[config.mk]
export PLATFORM = sky130hd
export DESIGN_NAME = bmult_rr_scheduler
export DESIGN_NICKNAME = d
export VERILOG_FILES = /design/src/rtl/bmult_pkg.sv /design/src/rtl/bmult_res_fifo.sv /design/src/rtl/bmult_rr_scheduler.sv
export SDC_FILE = /design/constraint.sdc
export NUM_CORES = 1
export LEC_CHECK = 0
export CAP_MARGIN = 20
export CELL_PAD_IN_SITES_DETAIL_PLACEMENT = 1
export CELL_PAD_IN_SITES_GLOBAL_PLACEMENT = 1
export CORE_UTILIZATION = 40
export CTS_BUF_LIST = sky130_fd_sc_hd__clkbuf_4 sky130_fd_sc_hd__clkbuf_8
export DETAILED_ROUTE_END_ITERATION = 16
export GPL_TIMING_DRIVEN = 1
export PLACE_DENSITY_LB_ADDON = 0.1
export REMOVE_ABC_BUFFERS = 1
export SLEW_MARGIN = 10
export SYNTH_ARGS = -nofsm -noshare
export SYNTH_HDL_FRONTEND = slang
export SYNTH_SLANG_ARGS = --single-unit
[constraint.sdc]
create_clock -name i_clk -period 2.6 [get_ports i_clk]
set_input_delay 0.39 -clock i_clk [delete_from_list [all_inputs] [get_ports i_clk]]
set_output_delay 0.39 -clock i_clk [all_outputs]
set_load 0.005 [all_outputs]
[src/rtl/bmult_pkg.sv]
// Shared types for the bitheap multiplier scheduler and its result FIFO.
package bmult_pkg;

    localparam int unsigned OP_W   = 16;
    localparam int unsigned PROD_W = 2 * OP_W;
    // Wide enough for the largest supported requester count (8).
    localparam int unsigned ID_W   = 3;

    typedef logic [PROD_W-1:0] prod_t;

    typedef struct packed {
        logic [ID_W-1:0] id;
        prod_t           prod;
    } res_entry_t;

endpackage

[src/rtl/bmult_res_fifo.sv]
// Result FIFO: stores {requester id, product} in issue order with a registered count.
module bmult_res_fifo
    import bmult_pkg::*;
#(
    parameter int unsigned DEPTH = 4,
    parameter int unsigned CNT_W = $clog2(DEPTH + 1)
) (
    input  logic             i_clk,
    input  logic             i_rst_n,
    input  logic             i_push,
    input  res_entry_t       i_data,
    input  logic             i_pop,
    output res_entry_t       o_data,
    output logic             o_full,
    output logic             o_empty,
    output logic [CNT_W-1:0] o_count
);

    localparam int unsigned PTR_W = (DEPTH > 1) ? $clog2(DEPTH) : 1;

    res_entry_t       r_mem [DEPTH];
    logic [PTR_W-1:0] r_wptr;
    logic [PTR_W-1:0] r_rptr;
    logic [CNT_W-1:0] r_count;
    logic             w_push;
    logic             w_pop;

    assign o_full  = (r_count == CNT_W'(DEPTH));
    assign o_empty = (r_count == '0);
    assign o_count = r_count;
    assign o_data  = r_mem[r_rptr];
    assign w_push  = i_push && !o_full;
    assign w_pop   = i_pop && !o_empty;

    function automatic logic [PTR_W-1:0] ptr_inc(input logic [PTR_W-1:0] p);
        return (p == PTR_W'(DEPTH - 1)) ? '0 : p + 1'b1;
    endfunction

    always_ff @(posedge i_clk or negedge i_rst_n) begin
        if (!i_rst_n) begin
            r_wptr  <= '0;
            r_rptr  <= '0;
            r_count <= '0;
            // Cleared so the read port shows zero out of reset.
            for (int i = 0; i < DEPTH; i++) begin
                r_mem[i] <= '0;
            end
        end else begin
            if (w_push) begin
                r_mem[r_wptr] <= i_data;
                r_wptr        <= ptr_inc(r_wptr);
            end
            if (w_pop) begin
                r_rptr <= ptr_inc(r_rptr);
            end
            case ({w_push, w_pop})
                2'b10:   r_count <= r_count + 1'b1;
                2'b01:   r_count <= r_count - 1'b1;
                default: r_count <= r_count;
            endcase
        end
    end

    a_no_overflow: assert property (@(posedge i_clk) disable iff (!i_rst_n) !(i_push && o_full));

endmodule

[src/rtl/bmult_rr_scheduler.sv]
// Round-robin front end sharing one pipelined 16x16 multiplier among N_REQ requesters,
// returning products in acceptance order through a credit-protected result FIFO.
module bmult_rr_scheduler
    import bmult_pkg::*;
#(
    parameter int unsigned N_REQ      = 4,
    parameter int unsigned MULT_LAT   = 1,
    parameter int unsigned FIFO_DEPTH = 4
) (
    input  logic                     i_clk,
    input  logic                     i_rst_n,
    input  logic [N_REQ-1:0]         i_req_valid,
    input  logic [N_REQ*OP_W-1:0]    i_req_a,
    input  logic [N_REQ*OP_W-1:0]    i_req_b,
    output logic [N_REQ-1:0]         o_req_ready,
    output logic                     o_mul_issue,
    output logic [OP_W-1:0]          o_mul_a,
    output logic [OP_W-1:0]          o_mul_b,
    input  logic [PROD_W:0]          i_mul_p,
    output logic                     o_res_valid,
    input  logic                     i_res_ready,
    output logic [PROD_W-1:0]        o_res_data,
    output logic [$clog2(N_REQ)-1:0] o_res_id
);

    localparam int unsigned PTR_W = $clog2(N_REQ);
    localparam int unsigned CNT_W = $clog2(FIFO_DEPTH + 1);

    logic [PTR_W-1:0] r_ptr;
    logic [CNT_W-1:0] r_inflight;
    logic             r_issue;
    logic [PTR_W-1:0] r_issue_tag;
    logic [OP_W-1:0]  r_mul_a;
    logic [OP_W-1:0]  r_mul_b;
    logic             r_tag_vld [MULT_LAT];
    logic [PTR_W-1:0] r_tag     [MULT_LAT];

    logic [OP_W-1:0]  w_req_a [N_REQ];
    logic [OP_W-1:0]  w_req_b [N_REQ];
    logic [PTR_W-1:0] w_idx;
    logic [PTR_W-1:0] w_gnt;
    logic             w_found;
    logic             w_credit;
    logic             w_accept;
    logic             w_exit;
    logic [CNT_W-1:0] w_fifo_count;
    logic [CNT_W:0]   w_occ;
    logic             w_fifo_full;
    logic             w_fifo_empty;
    res_entry_t       w_push_entry;
    res_entry_t       w_rd_entry;
    logic             w_unused;

    for (genvar i = 0; i < N_REQ; i++) begin : g_ops
        assign w_req_a[i] = i_req_a[i*OP_W +: OP_W];
        assign w_req_b[i] = i_req_b[i*OP_W +: OP_W];
    end

    // Pops in the current cycle are deliberately not credited back.
    assign w_occ    = {1'b0, r_inflight} + {1'b0, w_fifo_count};
    assign w_credit = (w_occ < (CNT_W+1)'(FIFO_DEPTH));

    always_comb begin
        w_found = 1'b0;
        w_gnt   = '0;
        w_idx   = '0;
        for (int k = 0; k < N_REQ; k++) begin
            w_idx = PTR_W'((int'(r_ptr) + k) % N_REQ);
            if (!w_found && i_req_valid[w_idx]) begin
                w_found = 1'b1;
                w_gnt   = w_idx;
            end
        end
    end

    assign w_accept    = i_rst_n && w_found && w_credit;
    assign o_req_ready = w_accept ? (N_REQ'(1) << w_gnt) : '0;

    assign w_exit            = r_tag_vld[MULT_LAT-1];
    assign w_push_entry.id   = ID_W'(r_tag[MULT_LAT-1]);
    assign w_push_entry.prod = i_mul_p[PROD_W-1:0];

    always_ff @(posedge i_clk or negedge i_rst_n) begin
        if (!i_rst_n) begin
            r_ptr       <= '0;
            r_inflight  <= '0;
            r_issue     <= 1'b0;
            r_issue_tag <= '0;
            r_mul_a     <= '0;
            r_mul_b     <= '0;
            for (int i = 0; i < MULT_LAT; i++) begin
                r_tag_vld[i] <= 1'b0;
                r_tag[i]     <= '0;
            end
        end else begin
            r_issue <= w_accept;
            if (w_accept) begin
                r_issue_tag <= w_gnt;
                r_mul_a     <= w_req_a[w_gnt];
                r_mul_b     <= w_req_b[w_gnt];
                r_ptr       <= (w_gnt == PTR_W'(N_REQ - 1)) ? '0 : w_gnt + 1'b1;
            end
            // Issue register plus MULT_LAT stages lines the tag up with mul_p.
            r_tag_vld[0] <= r_issue;
            r_tag[0]     <= r_issue_tag;
            for (int i = 1; i < MULT_LAT; i++) begin
                r_tag_vld[i] <= r_tag_vld[i-1];
                r_tag[i]     <= r_tag[i-1];
            end
            case ({w_accept, w_exit})
                2'b10:   r_inflight <= r_inflight + 1'b1;
                2'b01:   r_inflight <= r_inflight - 1'b1;
                default: r_inflight <= r_inflight;
            endcase
        end
    end

    bmult_res_fifo #(
        .DEPTH (FIFO_DEPTH),
        .CNT_W (CNT_W)
    ) u_res_fifo (
        .i_clk   (i_clk),
        .i_rst_n (i_rst_n),
        .i_push  (w_exit),
        .i_data  (w_push_entry),
        .i_pop   (o_res_valid && i_res_ready),
        .o_data  (w_rd_entry),
        .o_full  (w_fifo_full),
        .o_empty (w_fifo_empty),
        .o_count (w_fifo_count)
    );

    assign o_mul_issue = r_issue;
    assign o_mul_a     = r_mul_a;
    assign o_mul_b     = r_mul_b;
    assign o_res_valid = !w_fifo_empty;
    assign o_res_data  = w_rd_entry.prod;
    assign o_res_id    = w_rd_entry.id[PTR_W-1:0];

    // Product MSB from the multiplier is garbage by contract.
    assign w_unused = ^{i_mul_p[PROD_W], w_rd_entry.id, w_fifo_full};

    a_occ_bound: assert property (@(posedge i_clk) disable iff (!i_rst_n)
        w_occ <= (CNT_W+1)'(FIFO_DEPTH));

endmodule

==> metrics.cfg <==
[critical_path]
cp.arrival_ns=2.14
worstPathMaxFanout=3
start_kind=register
end_kind=output port
crit_type=reg -> out
required_ns=2.21

[status]
status=finished, final reports clean

[timing]
relSlewSlack_pct=45.4
post-route-min-period_ns=2.53
hold_viol=0
setup_ws_ns=0.0734
finalCritPeriodShare_pct=97.2
skew_ns=0.0164
drv_slew=0
finalSetupViolCount=0
finalSetupTns_ns=0
tightest_slew_ns=0.819
clock.fmax_mhz=396
rsz0062_at_grt=true

[clock_tree]
clkSlewWorstSetupHoldPaths_ns=0.09
clk_path_buf_depth=2
root_buffer=clkbuf_8
cts_tree=yes
ctsHtreeMaxLevel=4
cts.sinks=186
numCtsBuffers=17
clock_latency_ns=0.46

[placed_design]
pre_cts_ws_ns=-0.195
dp.cells=1120
gp_congestion=0.841
hpwl_mm=17.6
port_buffers=238

[pwr]
p_per_area_nw_per_um2=1160
switching_power_mw=4.61
ir_drop_mv=0.432
pwr-share-comb_pct=49.0
pwr-share-clk_pct=14.4
swShare_pct=32.4
pwr-share-seq_pct=36.6
p_int_mw=9.62
fin_total_pwr_mw=14.2
leakage_nw=5.33

[synthesis]
synthSimpleGateAreaFrac_pct=3.60
ys_warn_count=0
synth_top_family_by_area=multiplexers
synthAdderAreaFrac_pct=2.29
yosys.area.top_type=dfrtp_1
synth-edff-count=0
seq_area_frac_synth_pct=52.5
synth.avg_cell_area_um2=14.4
async_reset_ff_share_pct=100
netlist_top_cells_count=dfrtp_1, mux2_2, mux2i_1, nand2_1, mux4_2
synth_top_area_share_pct=52.5
synthMuxAreaShare_pct=33.4
synth_xor_area_share_pct=0.593
netlist_area_um2=8860
synth_cell_types=38
yosys_register_bits=186
synth_flop_cell=dfrtp_1
synth_compound_gate_area_share_pct=4.42
synth_area_leaders=dfrtp_1, mux2_2, mux4_2
syn_inst=616
yosysMostFrequentCell=dfrtp_1

[final_layout]
drive_above_1_share_pct=28.7
fin_util_pct=56.6
fin_cells=1169
fillers=2120
layout.nets=1059
area_growth_pct=39.0
multiInputGateArea_um2=4020
regArea_um2=4660
antenna_cells=0

[floorplanning]
initial_core_util_pct=40.7
dieHeight_um=151
die_w_um=151
core_area_um2=21800
row_count=54
io_pins=240
dieArea_um2=22700

[routing]
drt_iter0_drc=182
vias=6198
viasPerCell=5.30
ant_nets=0
wirelength_mm=24.3
wl_per_cell_um=20.8
route.detailed.drc=0
first_pass_iters=5

[run]
drv_cap=0

[worst_hold_path]
hp-class=in -> async

[grt]
grt-ovfl-total=0
grt_max_degree=65
grt_pass1_vias=7104
grt_usage_pct=22.2
grt_first_pass_wirelength_mm=38.0
antenna_found_initial=0

## cells by family (layout without fill, tap and decap cells)
| family | count (synthesis) | in the layout |
|---|---|---|
| multiplexers | 236 | 236 |
| flip-flops | 186 | 186 |
| AND/OR/NAND/NOR | 72 | 72 |
| buffers and inverters | 55 | 328 |
| AO/OA/AOI/OAI | 46 | 46 |
| adder cells (fa/ha/maj) | 15 | 15 |
| XOR/XNOR | 6 | 6 |
## state kept, by name, indices dropped and copies added, names as in the netlist, 2 cells and up
signal	cells
r_ptr	2
r_issue_tag	2
r_tag	2
u_res_fifo.r_rptr	2
u_res_fifo.r_wptr	2
r_inflight	3
u_res_fifo.r_mem	136
o_mul_b	16
u_res_fifo.o_count	3
o_mul_a	16
## layout make-up
type	count	share of cell area (%)
clock buffers	22	2.41
clock inverters	10	1.04
inverters	17	0.528
multi-input cells	375	32.6
flip-flops and latches	186	37.8
well taps	280	2.84
repair buffers	279	22.7
## final timing paths
| kind | startpoint | to | slack, ns | depth (start not counted) |
|---|---|---|---|---|
| worst min-delay path | i_rst_n | u_res_fifo.r_wptr[0] | 0.15 | 2 |
| worst max-delay path | u_res_fifo.o_count[2] | o_req_ready[1] | 0.07 | 9 |
| min in group i_clk | r_issue_tag[0] | r_tag[0] | 0.38 | 0 |
| worst max register to register | u_res_fifo.o_count[2] | r_inflight[2] | 0.08 | 13 |
| worst min register to register | r_issue_tag[0] | r_tag[0] | 0.38 | 0 |
| max in group asynchronous | i_rst_n | u_res_fifo.r_mem[86] | 1.14 | 3 |
## stage by stage
stage / instance area (um^2) / hold WS (ns)
3_3_place_gp: 11700 / 0.359
3_5_place_dp: 11700 / 0.366
5_1_grt: 12300 / 0.187
2_1_floorplan: 8640 / 0.0944
6_report: 12300 / 0.149
4_1_cts: 12200 / 0.151
## metal layers
| layer | vias up | wire (um) | track usage (%) |
|---|---|---|---|
| met5 | - | 0 | 0 |
| met4 | 0 | 435 | 6.45 |
| met3 | 29 | 1290 | 5.90 |
| met2 | 187 | 13000 | 39.9 |
| met1 | 3190 | 9490 | 25.8 |
| li1 | 2792 | - | - |
## power groups by stage
stage               Clock [mW]  Sequential, mW  Combinational (mW)
floorplan                    0            5.12                3.66
global placement             0            5.07                6.52
detailed placement           0            5.25                6.78
CTS                       2.10            5.20                7.06
global route              2.23            5.39                7.56
finish                    2.04            5.21                6.97
## cells in the final DEF, fill, tap and decap left out, types with 4 or more instances in the layout
cell type and count:
buf_4 31, nand2_2 5, dlymetal6s2s_1 11, ha_1 11, nand2_1 43, clkdlybuf4s50_1 220
dfrtp_2 4, mux2i_1 65, xor2_1 4, mux2_2 118, inv_1 13, clkbuf_8 22
o221ai_1 31, mux4_2 34, buf_12 7, mux2_1 19, inv_6 4, dfrtp_1 182
o21ai_0 5, nor2_1 5
## worst max-delay path, stage by stage, from the launching register on
cell	delay (ns)
dfrtp_2	0.44
ha_4	0.25
nor4b_4	0.28
nand3_2	0.13
buf_6	0.14
clkinv_2	0.05
buf_6	0.08
buf_4	0.10
and2_4	0.12
clkbuf_2	0.10
## what timing repair did
| action | 4_1_cts | 5_1_grt |
|---|---|---|
| setup buffers | 14 | 4 |
| pin swaps | 4 | 8 |
| endpoints found under the setup margin | 17 | 13 |
| gates resized for setup | 21 | 26 |
| hold buffers | 0 | 0 |
(Power assumes the default switching activity.)
